==> src/rtl/exe_pipe_ctrl_if.sv <==
// ID/EXE/multicycle status in, stall/flush/PC-select/trap controls out.
// The mc_abort_o watchdog output exists only when EXE_PIPE_CTRL_MC_TIMEOUT_EN is defined.
interface exe_pipe_ctrl_if;
  logic [4:0] id_rs1_i;
  logic [4:0] id_rs2_i;
  logic       id_use_rs1_i;
  logic       id_use_rs2_i;
  logic       ex_valid_i;
  logic [4:0] ex_rd_i;
  logic       ex_is_load_i;
  logic       ex_br_j_taken_i;
  logic       ex_inst_addr_mis_i;
  logic       mc_start_i;
  logic       mc_done_i;
  logic       mem_stall_i;

  logic       if_stall_o;
  logic       id_stall_o;
  logic       ex_stall_o;
  logic       id_flush_o;
  logic       ex_flush_o;
  logic [1:0] pc_sel_o;
  logic       trap_o;
  logic       mc_busy_o;
`ifdef EXE_PIPE_CTRL_MC_TIMEOUT_EN
  logic       mc_abort_o;
`endif

  // Pipeline side: supplies stage status, consumes controls.
  modport master (
    output id_rs1_i, id_rs2_i, id_use_rs1_i, id_use_rs2_i,
    output ex_valid_i, ex_rd_i, ex_is_load_i, ex_br_j_taken_i, ex_inst_addr_mis_i,
    output mc_start_i, mc_done_i, mem_stall_i,
    input  if_stall_o, id_stall_o, ex_stall_o, id_flush_o, ex_flush_o,
    input  pc_sel_o, trap_o, mc_busy_o
`ifdef EXE_PIPE_CTRL_MC_TIMEOUT_EN
    , input mc_abort_o
`endif
  );

  // Sequencer side.
  modport slave (
    input  id_rs1_i, id_rs2_i, id_use_rs1_i, id_use_rs2_i,
    input  ex_valid_i, ex_rd_i, ex_is_load_i, ex_br_j_taken_i, ex_inst_addr_mis_i,
    input  mc_start_i, mc_done_i, mem_stall_i,
    output if_stall_o, id_stall_o, ex_stall_o, id_flush_o, ex_flush_o,
    output pc_sel_o, trap_o, mc_busy_o
`ifdef EXE_PIPE_CTRL_MC_TIMEOUT_EN
    , output mc_abort_o
`endif
  );
endinterface

==> src/rtl/exe_pipe_ctrl.sv <==
// EXE-stage pipeline sequencer: hazards, branch redirect, multicycle waits, trap drain.
// Optional multicycle watchdog enabled by defining EXE_PIPE_CTRL_MC_TIMEOUT_EN.
module exe_pipe_ctrl #(
  parameter int unsigned MC_TIMEOUT  = 64,
  parameter int unsigned TRAP_CYCLES = 2
) (
  input  logic            clk_i,
  input  logic            rst_i,
  exe_pipe_ctrl_if.slave  bus
);
  localparam int unsigned CNT_MAX = (MC_TIMEOUT > TRAP_CYCLES) ? MC_TIMEOUT : TRAP_CYCLES;
  localparam int unsigned CNT_W   = $clog2(CNT_MAX + 1);

  localparam logic [1:0] RUN     = 2'd0;
  localparam logic [1:0] MC_WAIT = 2'd1;
  localparam logic [1:0] TRAP    = 2'd2;

  localparam logic [1:0] PC_SEQ  = 2'd0;
  localparam logic [1:0] PC_BR   = 2'd1;
  localparam logic [1:0] PC_TRAP = 2'd2;

  localparam logic [CNT_W-1:0] TRAP_LOAD = CNT_W'(TRAP_CYCLES - 1);
`ifdef EXE_PIPE_CTRL_MC_TIMEOUT_EN
  localparam logic [CNT_W-1:0] MC_LAST = CNT_W'(MC_TIMEOUT - 1);
  localparam logic [CNT_W-1:0] CNT_SAT = {CNT_W{1'b1}};
`endif

  logic [1:0]       state_q, state_d;
  logic [CNT_W-1:0] cnt_q, cnt_d;

  logic       if_stall_c, id_stall_c, ex_stall_c;
  logic       id_flush_c, ex_flush_c;
  logic [1:0] pc_sel_c;
  logic       trap_c, mc_busy_c;
  logic       load_use_c;
`ifdef EXE_PIPE_CTRL_MC_TIMEOUT_EN
  logic       mc_abort_c;
`endif

  // Load in EXE feeding a register the ID instruction actually reads.
  always_comb begin
    load_use_c = bus.ex_valid_i & bus.ex_is_load_i & (bus.ex_rd_i != 5'd0) &
                 ((bus.id_use_rs1_i & (bus.id_rs1_i == bus.ex_rd_i)) |
                  (bus.id_use_rs2_i & (bus.id_rs2_i == bus.ex_rd_i)));
  end

  always_ff @(posedge clk_i or posedge rst_i) begin
    if (rst_i) begin
      state_q <= RUN;
      cnt_q   <= '0;
    end else begin
      state_q <= state_d;
      cnt_q   <= cnt_d;
    end
  end

  // Next state and raw controls; RUN conditions are evaluated in priority order.
  always_comb begin
    state_d    = state_q;
    cnt_d      = cnt_q;
    if_stall_c = 1'b0;
    id_stall_c = 1'b0;
    ex_stall_c = 1'b0;
    id_flush_c = 1'b0;
    ex_flush_c = 1'b0;
    pc_sel_c   = PC_SEQ;
    trap_c     = 1'b0;
    mc_busy_c  = 1'b0;
`ifdef EXE_PIPE_CTRL_MC_TIMEOUT_EN
    mc_abort_c = 1'b0;
`endif

    case (state_q)
      RUN: begin
        if (bus.ex_valid_i & bus.ex_inst_addr_mis_i) begin
          trap_c     = 1'b1;
          pc_sel_c   = PC_TRAP;
          id_flush_c = 1'b1;
          ex_flush_c = 1'b1;
          state_d    = TRAP;
          cnt_d      = TRAP_LOAD;
        end else if (bus.mem_stall_i) begin
          if_stall_c = 1'b1;
          id_stall_c = 1'b1;
          ex_stall_c = 1'b1;
        end else if (bus.ex_valid_i & bus.ex_br_j_taken_i) begin
          pc_sel_c   = PC_BR;
          id_flush_c = 1'b1;
          ex_flush_c = 1'b1;
        end else if (bus.ex_valid_i & bus.mc_start_i & ~bus.mc_done_i) begin
          if_stall_c = 1'b1;
          id_stall_c = 1'b1;
          ex_stall_c = 1'b1;
          state_d    = MC_WAIT;
          cnt_d      = '0;
        end else if (bus.ex_valid_i & bus.mc_start_i & bus.mc_done_i) begin
          state_d    = RUN;
        end else if (load_use_c) begin
          if_stall_c = 1'b1;
          id_stall_c = 1'b1;
          ex_flush_c = 1'b1;
        end
      end

      MC_WAIT: begin
        mc_busy_c = 1'b1;
`ifdef EXE_PIPE_CTRL_MC_TIMEOUT_EN
        if (~bus.mc_done_i && (cnt_q == MC_LAST)) begin
          trap_c     = 1'b1;
          mc_abort_c = 1'b1;
          pc_sel_c   = PC_TRAP;
          id_flush_c = 1'b1;
          ex_flush_c = 1'b1;
          state_d    = TRAP;
          cnt_d      = TRAP_LOAD;
        end else
`endif
        if (~bus.mc_done_i) begin
          if_stall_c = 1'b1;
          id_stall_c = 1'b1;
          ex_stall_c = 1'b1;
`ifdef EXE_PIPE_CTRL_MC_TIMEOUT_EN
          cnt_d      = (cnt_q == CNT_SAT) ? cnt_q : cnt_q + CNT_W'(1);
`endif
        end else begin
          // Result arrives: release unless the data bus is still holding us.
          if_stall_c = bus.mem_stall_i;
          id_stall_c = bus.mem_stall_i;
          ex_stall_c = bus.mem_stall_i;
          state_d    = RUN;
        end
      end

      TRAP: begin
        if_stall_c = 1'b1;
        id_stall_c = 1'b1;
        ex_stall_c = 1'b1;
        id_flush_c = 1'b1;
        ex_flush_c = 1'b1;
        if (cnt_q == '0) begin
          state_d = RUN;
        end else begin
          cnt_d = cnt_q - CNT_W'(1);
        end
      end

      default: begin
        state_d = RUN;
        cnt_d   = '0;
      end
    endcase
  end

  // Controls are forced low for as long as reset is held.
  always_comb begin
    bus.if_stall_o = if_stall_c & ~rst_i;
    bus.id_stall_o = id_stall_c & ~rst_i;
    bus.ex_stall_o = ex_stall_c & ~rst_i;
    bus.id_flush_o = id_flush_c & ~rst_i;
    bus.ex_flush_o = ex_flush_c & ~rst_i;
    bus.pc_sel_o   = rst_i ? PC_SEQ : pc_sel_c;
    bus.trap_o     = trap_c & ~rst_i;
    bus.mc_busy_o  = mc_busy_c & ~rst_i;
`ifdef EXE_PIPE_CTRL_MC_TIMEOUT_EN
    bus.mc_abort_o = mc_abort_c & ~rst_i;
`endif
  end
endmodule

==> src/flat_wrapper.sv <==
// flat-port wrapper written by rule: the top's interface ports become plain ports
module exe_pipe_ctrl_flat 
#(
  parameter int unsigned MC_TIMEOUT  = 64,
  parameter int unsigned TRAP_CYCLES = 2
)
  (clk_i, rst_i, bus_id_rs1_i, bus_id_rs2_i, bus_id_use_rs1_i, bus_id_use_rs2_i, bus_ex_valid_i, bus_ex_rd_i, bus_ex_is_load_i, bus_ex_br_j_taken_i, bus_ex_inst_addr_mis_i, bus_mc_start_i, bus_mc_done_i, bus_mem_stall_i, bus_if_stall_o, bus_id_stall_o, bus_ex_stall_o, bus_id_flush_o, bus_ex_flush_o, bus_pc_sel_o, bus_trap_o, bus_mc_busy_o);
  exe_pipe_ctrl_if bus_i ();
  input  logic clk_i;
  input  logic rst_i;
  input wire logic [$bits(bus_i.id_rs1_i)-1:0] bus_id_rs1_i;
  input wire logic [$bits(bus_i.id_rs2_i)-1:0] bus_id_rs2_i;
  input wire logic [$bits(bus_i.id_use_rs1_i)-1:0] bus_id_use_rs1_i;
  input wire logic [$bits(bus_i.id_use_rs2_i)-1:0] bus_id_use_rs2_i;
  input wire logic [$bits(bus_i.ex_valid_i)-1:0] bus_ex_valid_i;
  input wire logic [$bits(bus_i.ex_rd_i)-1:0] bus_ex_rd_i;
  input wire logic [$bits(bus_i.ex_is_load_i)-1:0] bus_ex_is_load_i;
  input wire logic [$bits(bus_i.ex_br_j_taken_i)-1:0] bus_ex_br_j_taken_i;
  input wire logic [$bits(bus_i.ex_inst_addr_mis_i)-1:0] bus_ex_inst_addr_mis_i;
  input wire logic [$bits(bus_i.mc_start_i)-1:0] bus_mc_start_i;
  input wire logic [$bits(bus_i.mc_done_i)-1:0] bus_mc_done_i;
  input wire logic [$bits(bus_i.mem_stall_i)-1:0] bus_mem_stall_i;
  output wire logic [$bits(bus_i.if_stall_o)-1:0] bus_if_stall_o;
  output wire logic [$bits(bus_i.id_stall_o)-1:0] bus_id_stall_o;
  output wire logic [$bits(bus_i.ex_stall_o)-1:0] bus_ex_stall_o;
  output wire logic [$bits(bus_i.id_flush_o)-1:0] bus_id_flush_o;
  output wire logic [$bits(bus_i.ex_flush_o)-1:0] bus_ex_flush_o;
  output wire logic [$bits(bus_i.pc_sel_o)-1:0] bus_pc_sel_o;
  output wire logic [$bits(bus_i.trap_o)-1:0] bus_trap_o;
  output wire logic [$bits(bus_i.mc_busy_o)-1:0] bus_mc_busy_o;
  assign bus_i.id_rs1_i = bus_id_rs1_i;
  assign bus_i.id_rs2_i = bus_id_rs2_i;
  assign bus_i.id_use_rs1_i = bus_id_use_rs1_i;
  assign bus_i.id_use_rs2_i = bus_id_use_rs2_i;
  assign bus_i.ex_valid_i = bus_ex_valid_i;
  assign bus_i.ex_rd_i = bus_ex_rd_i;
  assign bus_i.ex_is_load_i = bus_ex_is_load_i;
  assign bus_i.ex_br_j_taken_i = bus_ex_br_j_taken_i;
  assign bus_i.ex_inst_addr_mis_i = bus_ex_inst_addr_mis_i;
  assign bus_i.mc_start_i = bus_mc_start_i;
  assign bus_i.mc_done_i = bus_mc_done_i;
  assign bus_i.mem_stall_i = bus_mem_stall_i;
  assign bus_if_stall_o = bus_i.if_stall_o;
  assign bus_id_stall_o = bus_i.id_stall_o;
  assign bus_ex_stall_o = bus_i.ex_stall_o;
  assign bus_id_flush_o = bus_i.id_flush_o;
  assign bus_ex_flush_o = bus_i.ex_flush_o;
  assign bus_pc_sel_o = bus_i.pc_sel_o;
  assign bus_trap_o = bus_i.trap_o;
  assign bus_mc_busy_o = bus_i.mc_busy_o;
  exe_pipe_ctrl #(.MC_TIMEOUT(MC_TIMEOUT), .TRAP_CYCLES(TRAP_CYCLES)) u_core (.clk_i(clk_i), .rst_i(rst_i), .bus(bus_i));
endmodule
==> config.mk <==
export PLATFORM = sky130hd
export DESIGN_NAME = exe_pipe_ctrl_flat
export DESIGN_NICKNAME = d
export VERILOG_FILES = /design/src/rtl/exe_pipe_ctrl_if.sv /design/src/rtl/exe_pipe_ctrl.sv /design/src/flat_wrapper.sv
export SDC_FILE = /design/constraint.sdc
export NUM_CORES = 1
export LEC_CHECK = 0
export ABC_AREA = 1
export CORE_ASPECT_RATIO = 0.6
export CORE_MARGIN = 4
export CORE_UTILIZATION = 40
export CTS_CLUSTER_DIAMETER = 120
export DETAILED_ROUTE_END_ITERATION = 7
export PLACE_DENSITY = 0.73
export SYNTH_ARGS = -nofsm -noshare
export SYNTH_HDL_FRONTEND = slang
export SYNTH_SLANG_ARGS = --single-unit
==> constraint.sdc <==
create_clock -name clk_i -period 2 [get_ports clk_i]
set_clock_uncertainty 0.15 [all_clocks]
set_input_delay 0.4 -clock clk_i [delete_from_list [all_inputs] [get_ports clk_i]]
set_output_delay 0.4 -clock clk_i [all_outputs]
set_load 0.1 [all_outputs]
Word level (Yosys, flattened, before mapping):

Index checks and enable logic that the tools add are counted.

* register bits after elaboration: 9
* input bits: 26

* $add $sub $neg: 1
* eq/ne operators: 11
* mux-type cells: 44
* bitwise logic cells: 20
* reductions and logical operators: 5

Operators with widths (number)
* $mux W7: 5
* $mux W1: 22
* $mux W2: 11
* $pmux W7 S3: 1
* $and A1 B1 Y1: 16
* $eq A5 B5 Y1: 2
* $reduce_and A5 Y1: 2
* $logic_not A7 Y1: 1
* $sub A7 B1 Y7 const B: 1
* $ne A3 B2 Y1 const B: 2
* $pmux W1 S3: 2
* $pmux W2 S3: 1
* $reduce_bool A5 Y1: 1
* $ne A2 B2 Y1 const B: 2
* $ne A4 B1 Y1 const B: 1
* $pmux W1 S2: 2
* $ne A3 B1 Y1 const B: 1
* $not A1 Y1: 3
* $eq A2 B1 Y1 const B: 1
* $eq A2 B2 Y1 const B: 1
* $logic_not A2 Y1: 1
* $ne A2 B1 Y1 const B: 1
* $or A1 B1 Y1: 1

Longest topological paths before layout:

* depth in word-level cells: 12
* depth in mapped cells: 11
* depth with buffers taken out: 10

Worst setup path after synthesis:

OpenSTA, ideal clock, no wires.

* path kind: reg-to-output
* from: register u_core.state_q[1]
* to: output port bus_if_stall_o
* arrival time: 2994 ps
* slack: -1544 ps
* cell stages (with the launch flop): 8
* cell sequence: dfrtp_1 -> nor2_2 -> inv_2 -> nor2_1 -> inv_2 -> o2111a_1 -> a21oi_1 -> buf_4

* longest elaborated chain between the ends: 3
* elaborated cells between the ends (all ways): 5

Ends and longest elaborated chain
* start: declaration: line exe_pipe_ctrl.sv:28 `logic [1:0] state_q, state_d;`
* start signal: assignment: line exe_pipe_ctrl.sv:52 `state_q <= state_d;`
* $eq A2 B2 Y1 (tied with other cells)
* $pmux W1 S3 (*)
* $and A1 B1 Y1 (*)
* end: declaration: line flat_wrapper.sv:23 `output wire logic [$bits(bus_i.if_stall_o)-1:0] bus_if_stall_o;`

Every way passes the cells marked *; elsewhere a longest branch is shown, timed or not.

Worst setup path after layout:

* from: input port bus_ex_valid_i
* to: register u_core.state_q[0]

* longest elaborated chain between the ends: 7
* elaborated cells between the ends (all ways): 14

Ends and longest elaborated chain
* start: declaration: line flat_wrapper.sv:15 `input wire logic [$bits(bus_i.ex_valid_i)-1:0] bus_ex_valid_i;`
* $and A1 B1 Y1: line exe_pipe_ctrl.sv:90, exe_pipe_ctrl.sv:96
* $and A1 B1 Y1: line exe_pipe_ctrl.sv:90 `end else if (bus.ex_valid_i & bus.mc_start_i & ~bus.mc_done_i) begin`
* $mux W2: line exe_pipe_ctrl.sv:90
* $mux W2: line exe_pipe_ctrl.sv:86 `end else if (bus.ex_valid_i & bus.ex_br_j_taken_i) begin`
* $mux W2: line exe_pipe_ctrl.sv:82 `end else if (bus.mem_stall_i) begin`
* $mux W2: line exe_pipe_ctrl.sv:75 `if (bus.ex_valid_i & bus.ex_inst_addr_mis_i) begin`
* $pmux W2 S3: line exe_pipe_ctrl.sv:73 `case (state_q)`

Parallel ways exist; a longest one is shown, timed or not. The select of a mux whose other input is x is not followed.
A chain may end at the register's enable or synchronous reset.

==> impl_metrics.json <==
{
  "status": "finished, violations left",
  "violations": "negative setup slack",
  "crit_fanout": 4,
  "hpwl_um": 2720,
  "htree_num_levels": 1,
  "holdWs_ps": 88.2,
  "leakage_nw": 1.06,
  "drt-initial-drc-count": 106,
  "synth-seq-cells": 9,
  "reg2reg_slack_ps": 20,
  "grt_max_degree": 10,
  "fmax_mhz": 439,
  "design_area_sq_um": 1980,
  "cp-end-kind": "flip-flop",
  "crit_path_start_kind": "primary input",
  "die_area_sq_um": 3320,
  "final.setup.tns_ps": -1210,
  "ios": 35,
  "reg2reg_from": "u_core.state_q[0]",
  "cts_hold_buffers": 0,
  "die_w_um": 71.8,
  "cts_max_path_buffers": 2,
  "finalHoldViolations": 0,
  "ys_types": 28,
  "drc": 0,
  "ys_seq_area_frac": 0.230,
  "vias": 1534,
  "fin_ws_ps": -281,
  "grt_use_total": 0.265,
  "placed_cell_area_sq_um": 1720,
  "pre_cts_slack_ps": -671,
  "arrival_ps": 2300,
  "r2r-end": "u_core.state_q[0]",
  "die_h_um": 46.3,
  "cts_root_buffer": "clkbuf_8",
  "wl_per_cell_um": 18.4,
  "irDropWorstVdd_mv": 0.812,
  "final_cell_mix": "43 x nand2_1, 43 x buf_4, 17 x inv_1, 16 x nand2_2, 12 x nor2_1",
  "portBuffers": 34,
  "cts_tree": "yes",
  "hp-class": "primary input to async pin",
  "core_sq_um": 2240,
  "wl_um": 5040,
  "p_per_area_nw_per_um2": 1070,
  "worstPathRequired_ps": 2020,
  "relSlewSlack": 0.697,
  "diodes": 0,
  "area.growth.synth_to_final_pct": 103,
  "path_class": "primary input to flip-flop",
  "drive_above_1_share": 0.547,
  "synthesis.nets": 192,
  "grt_antenna_before_repair": 0,
  "fin_crit_ps": 2280,
  "power_mw": 2.12,
  "syn_avg_cell_area_sq_um": 5.96,
  "cts.sinks": 9,
  "rsz0062_at_grt": "true",
  "grt_pass1_wl_um": 6600,
  "synth_area_sq_um": 977,
  "reg2reg_depth": 12,
  "finalSetupViolations": 8,
  "drt.antenna.violating_nets": 0,
  "clock_latency_ps": 240,
  "yosysWarnings": 0,
  "clkTransAtPathRegs_ps": 50,
  "gr-total-overflow": 0,
  "drv_cap": 0,
  "drtPass1Iterations": 7,
  "fillers": 104,
  "cp-startpoint": "bus_ex_valid_i",
  "maxSlewViolCount": 0,
  "min_period_over_period": 1.14,
  "routed_via_density": 5.62,
  "grt_pass1_vias": 1433,
  "row_count": 13,
  "nets": 272,
  "worst_slew_pin_slew_ps": 452,
  "start_util": 0.435,
  "cts-buffers-inserted": 3,
  "netlist_instances": 164,
  "gp_congestion": 0.834
}
kinds of logic (layout without fill, tap and decap cells):
kind of cell    after synthesis  in the layout  synth area share
xor+xnor                      5              5            0.0448
simple gates                103            103             0.478
flops                         9              9             0.230
buf+inv                      34            113             0.141
compound gates               11             11            0.0807
fa+ha+maj                     2              2            0.0256
power by group:
part           internal (mW)  total (mW)  switching, mW
Clock                  0.140       0.227         0.0866
Sequential             0.246       0.336         0.0905
Combinational          0.597        1.56          0.963
Total                  0.983        2.12           1.14
registers in the layout, summed over array words and instances, names as in the netlist:
name and flops:
u_core.cnt_q 7, u_core.state_q 2
layer usage:
layer  vias to the layer above  GRT usage  share of wire
met2                       129      0.493           0.46
met5                         -          0              0
met3                        37     0.0545           0.11
met1                       708      0.316           0.39
met4                         0     0.0749          0.049
li1                        660          -              -
synth_stat cells:
library cell | number | area, sq um
nor2_2 | 4 | 25.0
nand3_1 | 6 | 30.0
buf_4 | 2 | 15.0
or2_2 | 1 | 6.26
inv_2 | 3 | 11.3
nand2_2 | 1 | 6.26
o2111a_1 | 1 | 11.3
o21ai_2 | 1 | 8.76
nor3b_2 | 1 | 12.5
nand2_4 | 2 | 22.5
xor2_1 | 4 | 35.0
xnor2_1 | 1 | 8.76
a21oi_1 | 4 | 20.0
inv_4 | 1 | 6.26
nand4_1 | 3 | 18.8
nand2_1 | 60 | 225
o21ai_1 | 2 | 10.0
inv_1 | 28 | 105
nor2_1 | 20 | 75.1
nand3b_1 | 1 | 7.51
nand3b_2 | 1 | 11.3
nor3_4 | 1 | 16.3
nor3_1 | 2 | 10.0
o21ai_0 | 1 | 5.00
a211oi_1 | 1 | 7.51
dfrtp_1 | 9 | 225
o21ai_4 | 1 | 16.3
ha_1 | 2 | 25.0
worst max path at each step:
| stage | slack (ps) | end | cells past startpoint |
|---|---|---|---|
| after floorplan | -430 | bus_if_stall_o | 7 |
| after global placement | -630 | bus_id_stall_o | 12 |
| after detailed placement | -670 | bus_id_stall_o | 12 |
| after CTS | -220 | bus_id_stall_o | 7 |
| after global routing | -340 | u_core.state_q[0] | 13 |
| final | -280 | u_core.state_q[0] | 13 |
per-stage QoR:
step	utilization	std cells
5_1_grt	0.882	273
2_1_floorplan	-	164
4_1_cts	0.823	266
6_report	0.882	273
3_5_place_dp	0.765	248
3_3_place_gp	0.765	248
worst max-delay path, stage by stage:
cell and delay [ps]:
clkdlybuf4s15_2 250, nand2_1 130, buf_4 160, buf_4 130
buf_4 120, buf_4 120, buf_4 120, buf_4 120
buf_4 120, buf_4 120, a211oi_1 280, nand3_1 110
nand2_1 120
what timing repair did:
item | CTS | global route
pin swaps | 29 | 24
endpoints found under the hold margin | 0 | 0
buffers inserted | 14 | 7
resized for setup | 83 | 37
endpoints found under the setup margin | 15 | 9
cell type report:
| class | count | area [sq um] | area share |
|---|---|---|---|
| Multi-Input combinational cell | 121 | 785 | 0.396 |
| Clock buffer | 4 | 45.0 | 0.0228 |
| Tap cell | 30 | 37.5 | 0.0190 |
| Sequential cell | 9 | 226 | 0.114 |
| Inverter | 32 | 163 | 0.0822 |
| Timing Repair Buffer | 77 | 723 | 0.365 |
No activity file was read; power rests on OpenSTA's default activity.
